File: config.mk
export PLATFORM = sky130hd
export DESIGN_NAME = strobe_rx_mux
export DESIGN_NICKNAME = d
export VERILOG_FILES = /design/src/rtl/strobe_rx_mux.sv
export SDC_FILE = /design/constraint.sdc
export NUM_CORES = 1
export LEC_CHECK = 0
export CORE_ASPECT_RATIO = 0.6
export CORE_MARGIN = 3
export CORE_UTILIZATION = 38
export CTS_CLUSTER_DIAMETER = 60
export CTS_CLUSTER_SIZE = 40
export DETAILED_ROUTE_END_ITERATION = 16
export GPL_TIMING_DRIVEN = 0
export HOLD_SLACK_MARGIN = 0.1
export PLACE_DENSITY = 0.69
export RECOVER_POWER = 50
export SYNTH_ARGS = -nofsm -noshare
export SYNTH_HDL_FRONTEND = slang
export SYNTH_SLANG_ARGS = --single-unit
File: constraint.sdc
create_clock -name clk_out -period 1.8 [get_ports clk_out]
set_clock_uncertainty 0.05 [all_clocks]
set_input_delay 0.36 -clock clk_out [delete_from_list [all_inputs] [get_ports clk_out]]
set_output_delay 0.36 -clock clk_out [all_outputs]
set_load 0.05 [all_outputs]
File: src/rtl/strobe_rx_mux.sv
// strobe_rx_mux: destination-domain receiver for toggle-flag strobe crossings.
// Each channel's toggle flag is synchronised through a DELAY-flop chain, every
// detected toggle captures that channel's data word into a hold register, and
// all channels are merged onto one registered valid/ready output stream.
// Sticky per-channel overflow flags record words replaced before delivery.
// Optional feature macro: STROBE_RX_RR_EN selects round-robin arbitration;
// when it is undefined the lowest pending channel index always wins.
module strobe_rx_mux #(
    parameter int CHANNELS = 4,
    parameter int WIDTH    = 8,
    parameter int DELAY    = 2,
    parameter int CW       = (CHANNELS > 1) ? $clog2(CHANNELS) : 1
) (
    input  logic                      clk_out,
    input  logic                      rst,
    input  logic [CHANNELS-1:0]       toggle_in,
    input  logic [CHANNELS*WIDTH-1:0] data_in,
    output logic                      out_valid,
    input  logic                      out_ready,
    output logic [WIDTH-1:0]          out_data,
    output logic [CW-1:0]             out_chan,
    output logic [CHANNELS-1:0]       ovf_flags,
    input  logic                      ovf_clear
);

    typedef enum logic [0:0] {
        ST_IDLE    = 1'b0,
        ST_PRESENT = 1'b1
    } state_t;

    logic [DELAY-1:0]    sync_q [CHANNELS];
    logic [CHANNELS-1:0] last_q;
    logic [CHANNELS-1:0] event_s;
    logic [WIDTH-1:0]    hold_q [CHANNELS];
    logic [CHANNELS-1:0] pending_q;
    logic [CHANNELS-1:0] pending_d;
    logic [CHANNELS-1:0] ovf_q;
    logic [CHANNELS-1:0] ovf_d;
    logic [CHANNELS-1:0] grant_s;
    logic                grant_en_s;
    logic [CW-1:0]       gnt_idx_s;
    logic [CW-1:0]       start_s;
    state_t              state_q;
    state_t              state_d;
    logic                out_valid_q;
    logic                out_valid_d;
    logic [WIDTH-1:0]    out_data_q;
    logic [WIDTH-1:0]    out_data_d;
    logic [CW-1:0]       out_chan_q;
    logic [CW-1:0]       out_chan_d;

    // First requesting channel found when scanning upward from start, wrapping.
    function automatic logic [CW-1:0] pick_first(input logic [CHANNELS-1:0] req,
                                                 input logic [CW-1:0]       start);
        logic [CW-1:0] sel;
        logic          found;
        int            idx;
        sel   = '0;
        found = 1'b0;
        for (int i = 0; i < CHANNELS; i++) begin
            idx = int'(start) + i;
            if (idx >= CHANNELS) begin
                idx = idx - CHANNELS;
            end
            if (!found && req[idx]) begin
                found = 1'b1;
                sel   = CW'(idx);
            end
        end
        return sel;
    endfunction

    // Synchroniser chains plus the previous synchronised value for edge detection.
    always_ff @(posedge clk_out) begin
        if (rst) begin
            for (int c = 0; c < CHANNELS; c++) begin
                sync_q[c] <= '0;
            end
            last_q <= '0;
        end else begin
            for (int c = 0; c < CHANNELS; c++) begin
                sync_q[c] <= {sync_q[c][DELAY-2:0], toggle_in[c]};
                last_q[c] <= sync_q[c][DELAY-1];
            end
        end
    end

    // A toggle event is any change of the synchronised flag.
    always_comb begin
        event_s = '0;
        for (int c = 0; c < CHANNELS; c++) begin
            event_s[c] = sync_q[c][DELAY-1] ^ last_q[c];
        end
    end

    // Capture the channel word on every event; the newest word always wins.
    always_ff @(posedge clk_out) begin
        if (rst) begin
            for (int c = 0; c < CHANNELS; c++) begin
                hold_q[c] <= '0;
            end
        end else begin
            for (int c = 0; c < CHANNELS; c++) begin
                if (event_s[c]) begin
                    hold_q[c] <= data_in[c*WIDTH +: WIDTH];
                end
            end
        end
    end

`ifdef STROBE_RX_RR_EN
    logic [CW-1:0] ptr_q;
    logic [CW-1:0] ptr_d;

    // Round-robin pointer names the channel after the last grant.
    always_comb begin
        ptr_d = ptr_q;
        if (grant_en_s) begin
            ptr_d = (gnt_idx_s == CW'(CHANNELS - 1)) ? '0 : gnt_idx_s + CW'(1);
        end else begin
            ptr_d = ptr_q;
        end
    end

    // Round-robin pointer register, moved only by a grant.
    always_ff @(posedge clk_out) begin
        if (rst) begin
            ptr_q <= '0;
        end else begin
            ptr_q <= ptr_d;
        end
    end

    assign start_s = ptr_q;
`else
    assign start_s = '0;
`endif

    // Output FSM: grant from IDLE or on accept, hold the word while stalled.
    always_comb begin
        state_d     = state_q;
        out_data_d  = out_data_q;
        out_chan_d  = out_chan_q;
        grant_en_s  = 1'b0;
        gnt_idx_s   = pick_first(pending_q, start_s);
        case (state_q)
            ST_IDLE: begin
                if (|pending_q) begin
                    grant_en_s = 1'b1;
                    state_d    = ST_PRESENT;
                end else begin
                    state_d    = ST_IDLE;
                end
            end
            ST_PRESENT: begin
                if (out_ready) begin
                    if (|pending_q) begin
                        grant_en_s = 1'b1;
                        state_d    = ST_PRESENT;
                    end else begin
                        state_d    = ST_IDLE;
                    end
                end else begin
                    state_d = ST_PRESENT;
                end
            end
            default: begin
                state_d = ST_IDLE;
            end
        endcase
        if (grant_en_s) begin
            out_data_d = hold_q[gnt_idx_s];
            out_chan_d = gnt_idx_s;
        end else begin
            out_data_d = out_data_q;
            out_chan_d = out_chan_q;
        end
        out_valid_d = (state_d == ST_PRESENT);
    end

    // Pending and overflow next state; a same-cycle event beats both grant and clear.
    always_comb begin
        grant_s   = grant_en_s ? (CHANNELS'(1) << gnt_idx_s) : '0;
        pending_d = event_s | (pending_q & ~grant_s);
        ovf_d     = (ovf_q & ~{CHANNELS{ovf_clear}}) | (event_s & pending_q & ~grant_s);
    end

    // State, output and bookkeeping registers.
    always_ff @(posedge clk_out) begin
        if (rst) begin
            state_q     <= ST_IDLE;
            out_valid_q <= 1'b0;
            out_data_q  <= '0;
            out_chan_q  <= '0;
            pending_q   <= '0;
            ovf_q       <= '0;
        end else begin
            state_q     <= state_d;
            out_valid_q <= out_valid_d;
            out_data_q  <= out_data_d;
            out_chan_q  <= out_chan_d;
            pending_q   <= pending_d;
            ovf_q       <= ovf_d;
        end
    end

    assign out_valid = out_valid_q;
    assign out_data  = out_data_q;
    assign out_chan  = out_chan_q;
    assign ovf_flags = ovf_q;

endmodule

==> metrics <==
outcome=completed; worst-skew pair later-pin latency=330 ps; sequential share of the synthesized area=63.5%; wirelength, routed=5.56 mm; cell types with the largest area share after synthesis=sky130_fd_sc_hd__edfxtp_1 (39%), sky130_fd_sc_hd__dfxtp_1 (25%), sky130_fd_sc_hd__and2_1 (8.0%), sky130_fd_sc_hd__nor2b_1 (3.3%), sky130_fd_sc_hd__a21oi_2 (2.8%); post-CTS clock slew at the launch and capture registers of the worst setup and hold paths=70 ps; number of H-tree levels=3; count of unique library cells instantiated by Yosys=32; dpl cell area=3140 µm²; worst r2r dst=out_data[3]; cell count after synthesis=200; kind of start point of the critical path=input pin; design area=3340 µm²; worst setup path startpoint=rst; power density over the cells=1040 nW/µm²; Synth top area share=38.6%; start of the worst register-to-register path=pending_q[0]; average cell area after synthesis=12.4 µm²; arrival time reported for the critical path endpoint=1710 ps; hold slack final=381 ps; Synth Area in Compound Gates=15.2%; mean number of vias per cell=4.96; hpwl dp=4.24 mm; Final GP Congestion=0.815; fraction of the mapped netlist area in simple logic gates=16.7%; pins over their slew limit=0; CTS Root Buffer Type=sky130_fd_sc_hd__clkbuf_8; static leakage power=1.26 nW; nets in the synthesized netlist=240; synthesized cell area=2490 µm²; dominant register cell in the synthesized netlist=sky130_fd_sc_hd__edfxtp_1; Post-CTS Repair Setup Buffers=0; number of DRC violations after detailed-routing iteration 0=105; layout overhead on the synthesized area=34.1%; via total after detailed routing=1757; clock buffer count from CTS=9; Nets=305; TritonCTS clock tree=built; drt wl/cell=15.7 µm; Final Instance Count excl. Fillers=354; setup slack, reg-to-reg=130 ps; maximum frequency from static timing analysis=563 MHz; Max Fanout on Critical Path=10; combinational family with the most area after synthesis=simple AND/OR/NAND/NOR gates; Seq cells post-synth=63; pin count of the biggest net entering global routing=11; CTS max path bufs=2; fraction of synthesized cell area in xor and xnor cells=1.41%; fin crit period=1780 ps; total power consumption of the routed design=3.49 mW; wire length of the first global-routing pass=9.03 mm; max-cap violations=0; number of sinks handled by clock tree synthesis=63; CP Class=input pin to flip-flop; worst min-delay path category=flip-flop to flip-flop; total die area=7590 µm²; ports placed on the boundary=55; area share of fa/ha/maj cells after synthesis=0%; placed cell count=338; count of flip-flops with a built-in enable after synthesis=32; slew margin rel.=61.4%; CP required=1740 ps; worst-margin pin slew=577 ps; post-synthesis async set-or-reset flop share=0%; remaining design rule violation count=0; final count of negative-setup-slack endpoints=0; antenna violations before repair=0; global-route total usage across every layer=15.8%; number of antenna-violating nets in the routed design=0; top cells by count, synth=sky130_fd_sc_hd__and2_1 (32), sky130_fd_sc_hd__edfxtp_1 (32), sky130_fd_sc_hd__dfxtp_1 (31); number of hold buffers added after CTS=0; starting utilization of the core area=40.0%; Final period util=98.6%; number of global-route vias before repair=1711; multiplexer share of the synthesized area=0%; horizontal extent of the die=111 µm; count of TritonRoute iterations in the first routing pass=4; area of the placeable core=6220 µm²; last element of the critical path=hold_q[0][2]; Antenna Diode Count=0; reg2reg path depth=4; worst vdd rail ir drop=0.380 mV; library cell with the largest summed area after synthesis=sky130_fd_sc_hd__edfxtp_1; RSZ-0062 raised after global routing=yes; kind of end point of the critical path=flip-flop; height of the die=68.7 µm; fraction of layout instances using a drive strength above 1=12.6%; Final Core Density=53.7%; number of buffers added on ports=54; number of hold violations in the final report=0; placement row count=22; global route total overflow=0; Yosys warning count=0; fill cell total of the finished layout=577
-- cells by family after synthesis --
| logic type | count (synthesis) |
|---|---|
| AOI/OAI and AO/OA | 49 |
| xor gates and xnor gates | 4 |
| buffers and inverters | 14 |
| DFF | 63 |
| and+or+nand+nor | 70 |
-- worst min-delay path by stage --
stage / start / to / cells past startpoint
final: sync_q[2][0] / sync_q[2][1] / 1
after global routing: sync_q[1][0] / sync_q[1][1] / 1
after CTS: sync_q[2][0] / sync_q[2][1] / 1
after detailed placement: sync_q[1][0] / sync_q[1][1] / 1
after global placement: sync_q[3][0] / sync_q[3][1] / 1
after floorplan: sync_q[0][0] / sync_q[0][1] / 1
-- worst max-delay path: stages --
cell and delay, ps:
sky130_fd_sc_hd__clkdlybuf4s50_1 550, sky130_fd_sc_hd__clkbuf_2 270, sky130_fd_sc_hd__inv_1 200, sky130_fd_sc_hd__nand2_1 320
-- report_power, final --
| group | internal, mW | switching, mW | leakage, nW | total (mW) |
|---|---|---|---|---|
| sequential | 1.61 | 0.0445 | 0.591 | 1.66 |
| combinational | 0.212 | 0.305 | 0.560 | 0.517 |
| clock | 0.812 | 0.500 | 0.108 | 1.31 |
-- layer usage --
metal	wire length, µm	part of all wire (%)	up-vias	track usage [%]
li1	-	-	865	-
met1	2770	50	822	22.9
met2	2320	42	66	22.5
met3	432	7.8	4	5.06
met4	38	0.68	0	5.07
met5	0	0	-	0
-- final cells by class --
class                           count  area [µm²]  share of cell area [%]
Sequential cell                    63        1580                    47.4
Clock buffer                       12         145                    4.35
Tap cell                           84         105                    3.15
Inverter                            4        15.0                   0.450
Multi-Input combinational cell    123         835                    25.0
Timing Repair Buffer               54         522                    15.6
Buffer                             10        66.3                    1.99
Clock inverter                      4        68.8                    2.06
-- layout by cell type, fill, tap and decap left out, types with 6 or more instances in the layout --
cell type / n
sky130_fd_sc_hd__clkdlybuf4s50_1: 39
sky130_fd_sc_hd__edfxtp_1: 32
sky130_fd_sc_hd__dfxtp_1: 31
sky130_fd_sc_hd__and2_0: 22
sky130_fd_sc_hd__dlygate4sd2_1: 15
sky130_fd_sc_hd__nor2b_1: 13
sky130_fd_sc_hd__and2_1: 10
sky130_fd_sc_hd__clkbuf_8: 10
sky130_fd_sc_hd__a21oi_2: 8
sky130_fd_sc_hd__nor2_1: 7
sky130_fd_sc_hd__a21oi_1: 7
sky130_fd_sc_hd__a221oi_1: 7
sky130_fd_sc_hd__nand2_1: 6
-- state kept, by name (all words and copies together) (netlist names) --
| signal | count |
|---|---|
| hold_q | 32 |
| out_data | 8 |
| sync_q | 8 |
| last_q | 4 |
| ovf_flags | 4 |
| pending_q | 4 |
| out_chan | 2 |
| out_valid | 1 |
-- timing repair --
action	CTS	global route
pin swaps	0	0
endpoints found under the setup margin	47	30
resized for setup	17	3
hold endpoints to repair	0	0
gates cloned	0	0
-- metrics by stage --
| step | setup WS [ps] | setup TNS, ps |
|---|---|---|
| final | 24.3 | 0 |
| after global placement | -549 | -21650 |
| after CTS | 19.7 | 0 |
| after global routing | -90.5 | -1350 |
| after detailed placement | -588 | -22520 |
| after floorplan | 186 | 0 |
(Power assumes the default switching activity.)
